**src/rtl/intra_mb_scheduler_if.sv**
```systemverilog
// Job handshake and coordinate bus between the intra MB scheduler and the encoder_intra datapath.
// The master side is the scheduler; the slave side is the datapath plus the top-level enable source.
interface intra_mb_scheduler_if #(
    parameter int WIDTH  = 32,
    parameter int LENGTH = 32
);
    localparam int XW  = $clog2(WIDTH);
    localparam int YW  = $clog2(LENGTH);
    localparam int MXW = (WIDTH / 16 > 1) ? $clog2(WIDTH / 16) : 1;
    localparam int MYW = (LENGTH / 16 > 1) ? $clog2(LENGTH / 16) : 1;

    logic           enable;
    logic           done_luma4x4;
    logic           done_chromab8x8;
    logic           done_chromar8x8;
    logic           start_luma4x4;
    logic           start_chromab8x8;
    logic           start_chromar8x8;
    logic [XW-1:0]  blk_x;
    logic [YW-1:0]  blk_y;
    logic [3:0]     blk_idx;
    logic [MXW-1:0] mb_x;
    logic [MYW-1:0] mb_y;
    logic           busy;
    logic           frame_done;
    logic           err_spurious;

    modport master (
        input  enable, done_luma4x4, done_chromab8x8, done_chromar8x8,
        output start_luma4x4, start_chromab8x8, start_chromar8x8,
        output blk_x, blk_y, blk_idx, mb_x, mb_y, busy, frame_done, err_spurious
    );

    modport slave (
        output enable, done_luma4x4, done_chromab8x8, done_chromar8x8,
        input  start_luma4x4, start_chromab8x8, start_chromar8x8,
        input  blk_x, blk_y, blk_idx, mb_x, mb_y, busy, frame_done, err_spurious
    );
endinterface

```
**src/rtl/intra_mb_scheduler.sv**
```systemverilog
// Frame sequencer: raster macroblocks, 16 luma 4x4 jobs in z-order, then Cb and Cr 8x8 jobs.
// Every job is a one-cycle start pulse followed by a wait for the matching done pulse.
module intra_mb_scheduler #(
    parameter int WIDTH  = 32,
    parameter int LENGTH = 32
) (
    input  logic                  clk,
    input  logic                  reset,
    intra_mb_scheduler_if.master  bus
);
    localparam int XW  = $clog2(WIDTH);
    localparam int YW  = $clog2(LENGTH);
    localparam int MXW = (WIDTH / 16 > 1) ? $clog2(WIDTH / 16) : 1;
    localparam int MYW = (LENGTH / 16 > 1) ? $clog2(LENGTH / 16) : 1;
    localparam logic [MXW-1:0] MB_COLS_M1 = MXW'(WIDTH / 16 - 1);
    localparam logic [MYW-1:0] MB_ROWS_M1 = MYW'(LENGTH / 16 - 1);

    typedef enum logic [3:0] {
        IDLE     = 4'd0,
        L_START  = 4'd1,
        L_WAIT   = 4'd2,
        CB_START = 4'd3,
        CB_WAIT  = 4'd4,
        CR_START = 4'd5,
        CR_WAIT  = 4'd6,
        MB_NEXT  = 4'd7,
        F_DONE   = 4'd8
    } state_t;

    state_t         state_q, state_d;
    logic [3:0]     blk_idx_q, blk_idx_d;
    logic [MXW-1:0] mb_x_q, mb_x_d;
    logic [MYW-1:0] mb_y_q, mb_y_d;
    logic [XW-1:0]  blk_x_q, blk_x_d;
    logic [YW-1:0]  blk_y_q, blk_y_d;
    logic           start_l_q, start_l_d;
    logic           start_cb_q, start_cb_d;
    logic           start_cr_q, start_cr_d;
    logic           busy_q, busy_d;
    logic           frame_done_q, frame_done_d;
    logic           err_q, err_d;

    // Next-state and job/macroblock counter logic.
    always_comb begin
        state_d   = state_q;
        blk_idx_d = blk_idx_q;
        mb_x_d    = mb_x_q;
        mb_y_d    = mb_y_q;
        case (state_q)
            IDLE:     if (bus.enable) state_d = L_START; else state_d = IDLE;
            // A START state leaves once its registered pulse has actually been driven.
            L_START:  if (start_l_q) state_d = L_WAIT; else state_d = L_START;
            L_WAIT: begin
                if (bus.done_luma4x4) begin
                    if (blk_idx_q == 4'd15) begin
                        blk_idx_d = 4'd0;
                        state_d   = CB_START;
                    end else begin
                        blk_idx_d = blk_idx_q + 4'd1;
                        state_d   = L_START;
                    end
                end else begin
                    state_d = L_WAIT;
                end
            end
            CB_START: if (start_cb_q) state_d = CB_WAIT; else state_d = CB_START;
            CB_WAIT:  if (bus.done_chromab8x8) state_d = CR_START; else state_d = CB_WAIT;
            CR_START: if (start_cr_q) state_d = CR_WAIT; else state_d = CR_START;
            CR_WAIT:  if (bus.done_chromar8x8) state_d = MB_NEXT; else state_d = CR_WAIT;
            MB_NEXT: begin
                if (mb_x_q == MB_COLS_M1) begin
                    mb_x_d = '0;
                    if (mb_y_q == MB_ROWS_M1) begin
                        mb_y_d  = '0;
                        state_d = F_DONE;
                    end else begin
                        mb_y_d  = mb_y_q + MYW'(1);
                        state_d = L_START;
                    end
                end else begin
                    mb_x_d  = mb_x_q + MXW'(1);
                    state_d = L_START;
                end
            end
            F_DONE:   state_d = IDLE;
            default:  state_d = IDLE;
        endcase
    end

    // Registered-output values derived from the upcoming state.
    always_comb begin
        // Enable is sampled one cycle ahead so the start pulse can come straight from a flop.
        start_l_d    = bus.enable && (state_d == L_START);
        start_cb_d   = bus.enable && (state_d == CB_START);
        start_cr_d   = bus.enable && (state_d == CR_START);
        busy_d       = (state_d != IDLE);
        frame_done_d = (state_d == F_DONE);
        err_d        = err_q
                     | (bus.done_luma4x4    & (state_q != L_WAIT))
                     | (bus.done_chromab8x8 & (state_q != CB_WAIT))
                     | (bus.done_chromar8x8 & (state_q != CR_WAIT));
        if (state_d == L_START) begin
            blk_x_d = XW'({mb_x_d, 4'b0000}) + XW'({blk_idx_d[2], blk_idx_d[0], 2'b00});
            blk_y_d = YW'({mb_y_d, 4'b0000}) + YW'({blk_idx_d[3], blk_idx_d[1], 2'b00});
        end else if ((state_d == CB_START) || (state_d == CR_START)) begin
            blk_x_d = XW'({mb_x_d, 3'b000});
            blk_y_d = YW'({mb_y_d, 3'b000});
        end else begin
            blk_x_d = blk_x_q;
            blk_y_d = blk_y_q;
        end
    end

    // State and output registers.
    always_ff @(posedge clk or posedge reset) begin
        if (reset) begin
            state_q      <= IDLE;
            blk_idx_q    <= 4'd0;
            mb_x_q       <= '0;
            mb_y_q       <= '0;
            blk_x_q      <= '0;
            blk_y_q      <= '0;
            start_l_q    <= 1'b0;
            start_cb_q   <= 1'b0;
            start_cr_q   <= 1'b0;
            busy_q       <= 1'b0;
            frame_done_q <= 1'b0;
            err_q        <= 1'b0;
        end else begin
            state_q      <= state_d;
            blk_idx_q    <= blk_idx_d;
            mb_x_q       <= mb_x_d;
            mb_y_q       <= mb_y_d;
            blk_x_q      <= blk_x_d;
            blk_y_q      <= blk_y_d;
            start_l_q    <= start_l_d;
            start_cb_q   <= start_cb_d;
            start_cr_q   <= start_cr_d;
            busy_q       <= busy_d;
            frame_done_q <= frame_done_d;
            err_q        <= err_d;
        end
    end

    assign bus.start_luma4x4    = start_l_q;
    assign bus.start_chromab8x8 = start_cb_q;
    assign bus.start_chromar8x8 = start_cr_q;
    assign bus.blk_x            = blk_x_q;
    assign bus.blk_y            = blk_y_q;
    assign bus.blk_idx          = blk_idx_q;
    assign bus.mb_x             = mb_x_q;
    assign bus.mb_y             = mb_y_q;
    assign bus.busy             = busy_q;
    assign bus.frame_done       = frame_done_q;
    assign bus.err_spurious     = err_q;
endmodule

```
**src/flat_wrapper.sv**
```systemverilog
// flat-port wrapper written by rule: the top's interface ports become plain ports
module intra_mb_scheduler_flat 
#(
    parameter int WIDTH  = 32,
    parameter int LENGTH = 32
)
  (clk, reset, bus_enable, bus_done_luma4x4, bus_done_chromab8x8, bus_done_chromar8x8, bus_start_luma4x4, bus_start_chromab8x8, bus_start_chromar8x8, bus_blk_x, bus_blk_y, bus_blk_idx, bus_mb_x, bus_mb_y, bus_busy, bus_frame_done, bus_err_spurious);
  intra_mb_scheduler_if #(.WIDTH(WIDTH), .LENGTH(LENGTH)) bus_i ();
  input  logic clk;
  input  logic reset;
  input wire logic [$bits(bus_i.enable)-1:0] bus_enable;
  input wire logic [$bits(bus_i.done_luma4x4)-1:0] bus_done_luma4x4;
  input wire logic [$bits(bus_i.done_chromab8x8)-1:0] bus_done_chromab8x8;
  input wire logic [$bits(bus_i.done_chromar8x8)-1:0] bus_done_chromar8x8;
  output wire logic [$bits(bus_i.start_luma4x4)-1:0] bus_start_luma4x4;
  output wire logic [$bits(bus_i.start_chromab8x8)-1:0] bus_start_chromab8x8;
  output wire logic [$bits(bus_i.start_chromar8x8)-1:0] bus_start_chromar8x8;
  output wire logic [$bits(bus_i.blk_x)-1:0] bus_blk_x;
  output wire logic [$bits(bus_i.blk_y)-1:0] bus_blk_y;
  output wire logic [$bits(bus_i.blk_idx)-1:0] bus_blk_idx;
  output wire logic [$bits(bus_i.mb_x)-1:0] bus_mb_x;
  output wire logic [$bits(bus_i.mb_y)-1:0] bus_mb_y;
  output wire logic [$bits(bus_i.busy)-1:0] bus_busy;
  output wire logic [$bits(bus_i.frame_done)-1:0] bus_frame_done;
  output wire logic [$bits(bus_i.err_spurious)-1:0] bus_err_spurious;
  assign bus_i.enable = bus_enable;
  assign bus_i.done_luma4x4 = bus_done_luma4x4;
  assign bus_i.done_chromab8x8 = bus_done_chromab8x8;
  assign bus_i.done_chromar8x8 = bus_done_chromar8x8;
  assign bus_start_luma4x4 = bus_i.start_luma4x4;
  assign bus_start_chromab8x8 = bus_i.start_chromab8x8;
  assign bus_start_chromar8x8 = bus_i.start_chromar8x8;
  assign bus_blk_x = bus_i.blk_x;
  assign bus_blk_y = bus_i.blk_y;
  assign bus_blk_idx = bus_i.blk_idx;
  assign bus_mb_x = bus_i.mb_x;
  assign bus_mb_y = bus_i.mb_y;
  assign bus_busy = bus_i.busy;
  assign bus_frame_done = bus_i.frame_done;
  assign bus_err_spurious = bus_i.err_spurious;
  intra_mb_scheduler #(.WIDTH(WIDTH), .LENGTH(LENGTH)) u_core (.clk(clk), .reset(reset), .bus(bus_i));
endmodule
```
**config.mk**
```make
export PLATFORM = sky130hd
export DESIGN_NAME = intra_mb_scheduler_flat
export DESIGN_NICKNAME = d
export VERILOG_FILES = /design/src/rtl/intra_mb_scheduler_if.sv /design/src/rtl/intra_mb_scheduler.sv /design/src/flat_wrapper.sv
export SDC_FILE = /design/constraint.sdc
export NUM_CORES = 1
export LEC_CHECK = 0
export CAP_MARGIN = 5
export CORE_ASPECT_RATIO = 1.5
export CORE_UTILIZATION = 45
export DETAILED_ROUTE_END_ITERATION = 10
export PLACE_DENSITY = 0.7
export RECOVER_POWER = 50
export SLEW_MARGIN = 5
export SYNTH_ARGS = -nofsm -noshare
export SYNTH_HDL_FRONTEND = slang
export SYNTH_SLANG_ARGS = --single-unit
```
**constraint.sdc**
```tcl
create_clock -name clk -period 4.9 [get_ports clk]
set_input_delay 0.98 -clock clk [delete_from_list [all_inputs] [get_ports clk]]
set_output_delay 0.98 -clock clk [all_outputs]
set_load 0.005 [all_outputs]
```
==> qor_table.md <==
| Group | Parameter | Reported |
|---|---|---|
| run | Count of max-cap constraint violations | 0 |
| setup path | Crit path launch type | input pin |
| min path | Start point of the worst min-delay path | u_core.bus.err_spurious |
| route | Drt drc | 0 |
| clocking | Clock slew seen by the registers of the worst setup and hold paths | 110 ps |
| synth | Share of synthesized cell area in full adder, half adder and majority cells | 3.03% |
| finish | Area occupied by registers | 551 um2 |
| finish | Fill cell instance count of the final layout | 227 |
| finish | Final design area excluding fillers | 1480 um2 |
| global routing | GRT Util Overall | 17.8% |
| setup path | Chain of cells forming the critical path | dlygate4sd3_1 -> mux2i_1 -> mux4_2 -> nor2_8 -> o21ai_4 -> mux2_1 |
| clocking | Clock tree from TritonCTS | yes |
| setup path | Arrival time at the worst endpoint | 2870 ps |
| synth | Flip-flop and latch count after synthesis | 22 |
| sta | Endpoints failing setup | 0 |
| power | Maximum VDD drop | 0.303 mV |
| synth | Post-synthesis compound-gate area fraction | 11.5% |
| finish | Most frequent standard cell in the layout excluding fill and tap cells | dfrtp_1 |
| route | Number of antenna-violating nets in the routed design | 0 |
| setup path | Worst path top cell family by delay | multiplexers |
| clocking | CTS Buf Count | 3 |
| place | Setup WS pre-CTS | 1940 ps |
| setup path | Critical setup path kind | in2reg |
| sta | Final cycle utilization of the critical path | 54.7% |
| setup path | CP startpoint | bus_done_luma4x4 |
| outcome | Result of the run | finished, final reports clean |
| sta | Final Hold Vio Count | 0 |
| route | Number of vias per cell after detailed routing | 5.31 |
| synth | Fraction of synthesized area in multiplexers | 12.3% |
| setup path | Data required, critical path | 5090 ps |
| min path | Path type of the worst min-delay path | reg2reg |
| route | Overall routed net length | 2400 um |
| place | HPWL after detailed placement | 1770 um |
| finish | Area overhead of the layout relative to synthesis | 19.4% |
| setup path | Cell type of the slowest stage on the worst timing path | dlygate4sd3_1 |
| finish | Multi-input gate area in the final layout | 608 um2 |
| synth | Count of yosys warnings during synthesis | 0 |
| place | Total placed cells including tap cells | 156 |
| finish | Post-layout instance count excluding filler cells | 159 |
| sta | Setup tns final | 0 ps |
| floorplan | Std-Cell Rows | 22 |
| power | Lkg Pwr | 0.651 nW |
| global routing | Number of antenna violations at the first check in global routing | 0 |
| synth | Fraction of synthesized cell area taken by the top area cell type | 44.4% |
| power | Total power divided by cell area | 539 nW/um2 |
| global routing | Number of global-route vias before repair | 824 |
| place | RePlAce Congestion | 0.778 |
| clocking | Clock latency on the worst-skew pair | 300 ps |
| floorplan | Overall die height | 66.3 um |
| clocking | H-Tree Level Count | 1 |
| sta | Relative max-transition margin | 45.7% |
| floorplan | Effective utilization at floorplan | 48.9% |
| route | Vias | 844 |
| floorplan | Placeable core region | 2530 um2 |
| global routing | Maximum number of pins on one net before global-route repair | 23 |
| finish | Utilization after layout | 58.4% |
| synth | Top cells by area, synth | dfrtp_1 44%, mux2_2 5.5%, nor4b_4 3.8% |
| global routing | Residual overflow from global routing | 0 |
| setup path | Number of gates on the worst path with buffers counted | 6 |
| synth | Basic-gate share of the synthesized area counting and, or, nand and nor cells | 19.9% |
| synth | Mean instance size in the synthesized netlist | 12.1 um2 |
| clocking | Clock root buffer | clkbuf_4 |
| setup path | Capturing element type of the critical path | register |
| finish | Fraction of layout instances using a drive strength above 1 | 14.6% |
| global routing | First-pass GRT wire length | 3890 um |
| sta | Setup repair after global routing missed its margin | no |
| synth | Synth cell types | 36 |
| finish | Nets | 134 |
| setup path | Critical path peak fanout | 9 |
| synth | Largest area contributor in the netlist | dfrtp_1 |
| sta | Max frequency | 373 MHz |
| sta | Total count of max-transition violations in the final report | 0 |
| synth | Post-synthesis xor/xnor area fraction | 1.41% |
| sta | Clock period minus final worst setup slack | 2680 ps |
| sta | Actual slew at the worst max-slew pin | 814 ps |
| clocking | Postcts setup bufs | 0 |
| place | Placed cell area | 1460 um2 |
| route | Average detailed-routed wire length per instance | 15.1 um |
| sta | Min setup slack post-route | 2220 ps |
| floorplan | I/O pins | 28 |
| route | Count of routing violations after the opening detailed-route iteration | 8 |
| place | Port-buffer cells | 23 |
| min path | Worst hold path cell count | 2 |
| setup path | Worst Path Buf+Inv | 1 |
| sta | Maximum clock skew at final layout | 1.24 ps |
| clocking | Number of cells upsized or downsized after cts | 0 |
| synth | Combinational family with the most area after synthesis | simple AND/OR/NAND/NOR gates |
| clocking | Num Clock Sinks | 22 |
| setup path | Slowest cell delay on critical path | 640 ps |
| floorplan | X dimension of the die | 44.8 um |
| synth | Synthesized area | 1240 um2 |
| setup path | Beginning of the worst register-to-register path | u_core.state_q[1] |
| finish | Diode count | 0 |
| synth | Proportion of synthesized chip area in sequential cells | 44.4% |
| synth | Gate Count Post-Synth | 102 |
| setup path | Depth of the worst register-to-register path | 5 |
| floorplan | Area of the die | 2970 um2 |
| clocking | Clock tree buffer depth | 2 |
| finish | Most used cells in the layout excluding fill and tap cells | 22 x dfrtp_1, 20 x clkdlybuf4s50_1, 8 x nand2_1 |
| route | DR pass1 iterations | 4 |
| clocking | Hold buffer count at cts | 0 |
sequential cells by signal, indices dropped and copies added (netlist names):
signal and cells:
u_core.bus.mb_x 1, u_core.bus.blk_x 3, u_core.state_q 4, u_core.bus.err_spurious 1
u_core.bus.mb_y 1, u_core.bus.blk_y 3, u_core.bus.busy 1, u_core.bus.frame_done 1
u_core.bus.start_chromar8x8 1, u_core.bus.blk_idx 4, u_core.bus.start_luma4x4 1, u_core.bus.start_chromab8x8 1
layer usage:
metal | track usage [%] | wire length [um] | vias to the layer above
met5 | 0 | 0 | -
met4 | 4.55 | 27 | 0
met3 | 3.28 | 84 | 4
met2 | 30.5 | 1240 | 17
met1 | 22.6 | 1050 | 418
li1 | - | - | 405
final cells by class:
type,count,share of cell area [%]
Inverter,6,1.52
Multi-Input combinational cell,69,41.1
Tap cell,36,3.05
Sequential cell,22,37.2
Clock buffer,3,1.52
Timing Repair Buffer,23,15.6
cells by family (layout without fill, tap and decap cells):
logic type / after synthesis / count (layout)
mux: 13 / 13
flops: 22 / 22
fa+ha+maj: 3 / 3
buf+inv: 14 / 32
compound gates: 16 / 16
xor+xnor: 2 / 2
other cells: 1 / 4
simple gates: 31 / 31
final timing paths:
kind	to	slack, ps
setup / recovery	u_core.bus.blk_x[3]	2220
hold / removal	u_core.bus.err_spurious	490
setup reg to reg	u_core.bus.blk_x[3]	2540
hold reg to reg	u_core.bus.err_spurious	490
max in group asynchronous	u_core.state_q[3]	3140
min in group asynchronous	u_core.bus.mb_x	1260
power by group:
part           total, mW  leakage (nW)  internal [mW]  switching [mW]
Combinational      0.405         0.356          0.226           0.179
Clock             0.0784        0.0138         0.0287          0.0497
Sequential         0.313         0.280          0.238          0.0755
Total              0.796         0.651          0.492           0.304
stage by stage:
stage	hold WS, ps	power [mW]
floorplan	463	0.584
global placement	464	0.712
detailed placement	468	0.725
CTS	496	0.807
global route	524	0.855
finish	491	0.796
worst min-delay path: stages (launching register included):
cell and delay, ps:
dfrtp_1 370, a21oi_1 50, nand2_1 50
Yosys cell counts:
library cell and number:
mux2_2 6, nand4b_1 2, or3b_1 1, and3b_1 1, or4b_4 1, o21ai_4 1, nor3_1 3, nor4b_4 2
xnor2_1 1, inv_1 6, buf_2 1, ha_1 3, a21oi_2 2, buf_4 5, a2111oi_2 1, o2bb2ai_1 2
xor2_1 1, nor4_4 1, o32a_1 1, a21oi_1 3, a32o_1 2, o22ai_2 1, mux2_1 2, nor2_8 1
buf_6 2, nand2_1 8, mux4_2 1, mux2i_1 4, o21ai_0 2, dfrtp_1 22, nor2_1 1, nand2b_1 4
and3_1 4, nand3_1 2, o32ai_1 1, conb_1 1
(Power assumes the default switching activity.)
==> RTL edit (config.mk and constraints unchanged) <==
`WIDTH` is set to 32 in 3 places; all go to 64.
--- a/src/rtl/intra_mb_scheduler_if.sv
+++ b/src/rtl/intra_mb_scheduler_if.sv
@@ -1,7 +1,7 @@
 // Job handshake and coordinate bus between the intra MB scheduler and the encoder_intra datapath.
 // The master side is the scheduler; the slave side is the datapath plus the top-level enable source.
 interface intra_mb_scheduler_if #(
-    parameter int WIDTH  = 32,
+    parameter int WIDTH  = 64,
     parameter int LENGTH = 32
 );
     localparam int XW  = $clog2(WIDTH);
--- a/src/rtl/intra_mb_scheduler.sv
+++ b/src/rtl/intra_mb_scheduler.sv
@@ -1,7 +1,7 @@
 // Frame sequencer: raster macroblocks, 16 luma 4x4 jobs in z-order, then Cb and Cr 8x8 jobs.
 // Every job is a one-cycle start pulse followed by a wait for the matching done pulse.
 module intra_mb_scheduler #(
-    parameter int WIDTH  = 32,
+    parameter int WIDTH  = 64,
     parameter int LENGTH = 32
 ) (
     input  logic                  clk,
--- a/src/flat_wrapper.sv
+++ b/src/flat_wrapper.sv
@@ -1,7 +1,7 @@
 // flat-port wrapper written by rule: the top's interface ports become plain ports
 module intra_mb_scheduler_flat 
 #(
-    parameter int WIDTH  = 32,
+    parameter int WIDTH  = 64,
     parameter int LENGTH = 32
 )
   (clk, reset, bus_enable, bus_done_luma4x4, bus_done_chromab8x8, bus_done_chromar8x8, bus_start_luma4x4, bus_start_chromab8x8, bus_start_chromar8x8, bus_blk_x, bus_blk_y, bus_blk_idx, bus_mb_x, bus_mb_y, bus_busy, bus_frame_done, bus_err_spurious);
Ports: changed (resized bus_blk_x and bus_mb_x); port bits go from 28 to 30. The function was not compared with the original's and may differ.
==> RTL edit against the original RTL <==
Total power up 12%. Non-clock buffer count up 2. Combinational power up 4%. Worst setup slack worse by 170 ps. Sequential cell count up 2. Design area up 6.5%. Critical path depth unchanged. Die area up 3.9%. Routed wire length up 11%. Area after synthesis up 4.0%. Sequential share of layout area up 0.90 points. Critical path type unchanged. Largest cell class is now sequential cells. Largest power group unchanged.
==> RTL edit: results <==
run_status:
  outcome: "finished, final reports clean"
worst_hold_path:
  hold_class: "register to register"
  whs_path_depth: 2
cells_and_area:
  fin_cells: 177
  num_antenna_cells: 0
  layout-drive-gt1-share: 0.114
  num-nets-final: 151
route:
  firstDrtPassIters: 4
  wirelength_mm: 2.68
  first_iter_violations: 30
  viasPerCell: 5.55
clocking:
  cts_buffer_depth: 2
  cts_root_buffer: "clkbuf_8"
  cts_setup_buffers: 0
  cts_resized: 0
  cts_buffers: 3
  clkSlewWorstSetupHoldPaths_ps: 80
  clk_latency_ps: 260
  hold_buffers: 0
  h-tree-depth: 1
placed_design:
  place_hpwl_mm: 1.99
  gp_congestion: 0.829
  dp_cells: 173
  io_buffer_count: 25
global_route:
  grtUsageMet2: 0.332
  grt_util_met1: 0.267
  grt_usage: 0.202
  met3_usage: 0.0267
  grt_pass1_vias: 971
  grt_pass1_wl_mm: 4.53
  grt_antenna_before_repair: 0
  grt_max_degree: 25
logic_synthesis:
  netlist-cell-type-count: 45
  syn_avg_cell_area_um2: 10.9
  synth_fa_ha_area_frac: 0.0388
  async_flop_share: 1.00
  ys_top_cells_by_area: "dfrtp_1 (47%), mux2_2 (4.4%), ha_1 (3.9%)"
  ys.warnings.count: 0
  synthMuxAreaShare: 0.0767
  synth_compound_area_frac: 0.141
  synth_xor_xnor_area_share: 0.00680
  synth_seq_area_share: 0.466
  synth-main-ff-cell: "dfrtp_1"
worst_setup_path:
  rr_worst_depth: 7
  critPathArrivalTime_ps: 3010
  regToRegSetupSlack_ps: 2580
  path_max_fanout: 7
power:
  vdd_drop_max_mv: 0.372
  total_leakage_power_nw: 0.721
timing:
  tightest_slew_ps: 886
  timing.setup.tns_ps: 0
  finClkSkew_ps: 2.66
[RTL edit: path summary, 6_finish.rpt]
check,start,end
max,bus_done_luma4x4,u_core.bus.blk_x[3]
min,u_core.bus.err_spurious,u_core.bus.err_spurious
max reg2reg,u_core.bus.mb_x[0],u_core.bus.blk_x[3]
min reg2reg,u_core.bus.err_spurious,u_core.bus.err_spurious
max in group asynchronous,reset,u_core.bus.start_chromar8x8
min in group asynchronous,reset,u_core.bus.blk_idx[0]
[RTL edit: area by class of cell]
cell class / count / area, um^2
multi-input cells: 80 / 597
flip-flops and latches: 24 / 601
fillers: 258 / 1130
clock buffers: 4 / 55.1
inverters: 7 / 26.3
well taps: 37 / 46.3
repair buffers: 25 / 250
[RTL edit: per-stage QoR]
step,hold slack [ps],total power (W),instance area [um^2],setup slack (ps)
after global placement,459,0.000747,1520,1910
final,482,0.000890,1580,2050
after global routing,533,0.000959,1580,1930
after detailed placement,473,0.000767,1520,1810
after CTS,487,0.000899,1580,2110
after floorplan,467,0.000615,1300,2570
[RTL edit: where the power goes]
part | switching, W | leakage, nW | internal [W]
Combinational | 0.000198 | 0.386 | 0.000224
Clock | 0.0000596 | 0.0288 | 0.0000716
Sequential | 0.0000720 | 0.306 | 0.000264
Total | 0.000330 | 0.721 | 0.000560
[RTL edit: per-layer routing]
metal / wire length (um) / share of wire
met5: 0 / 0
met4: 35 / 0.013
met3: 89 / 0.033
met2: 1400 / 0.52
met1: 1150 / 0.43
[RTL edit: worst max-delay path, cell delays in order]
cell	delay, ps
dlygate4sd3_1	630
mux2_2	180
mux4_2	220
nand2b_1	160
or3_1	540
o31ai_1	310
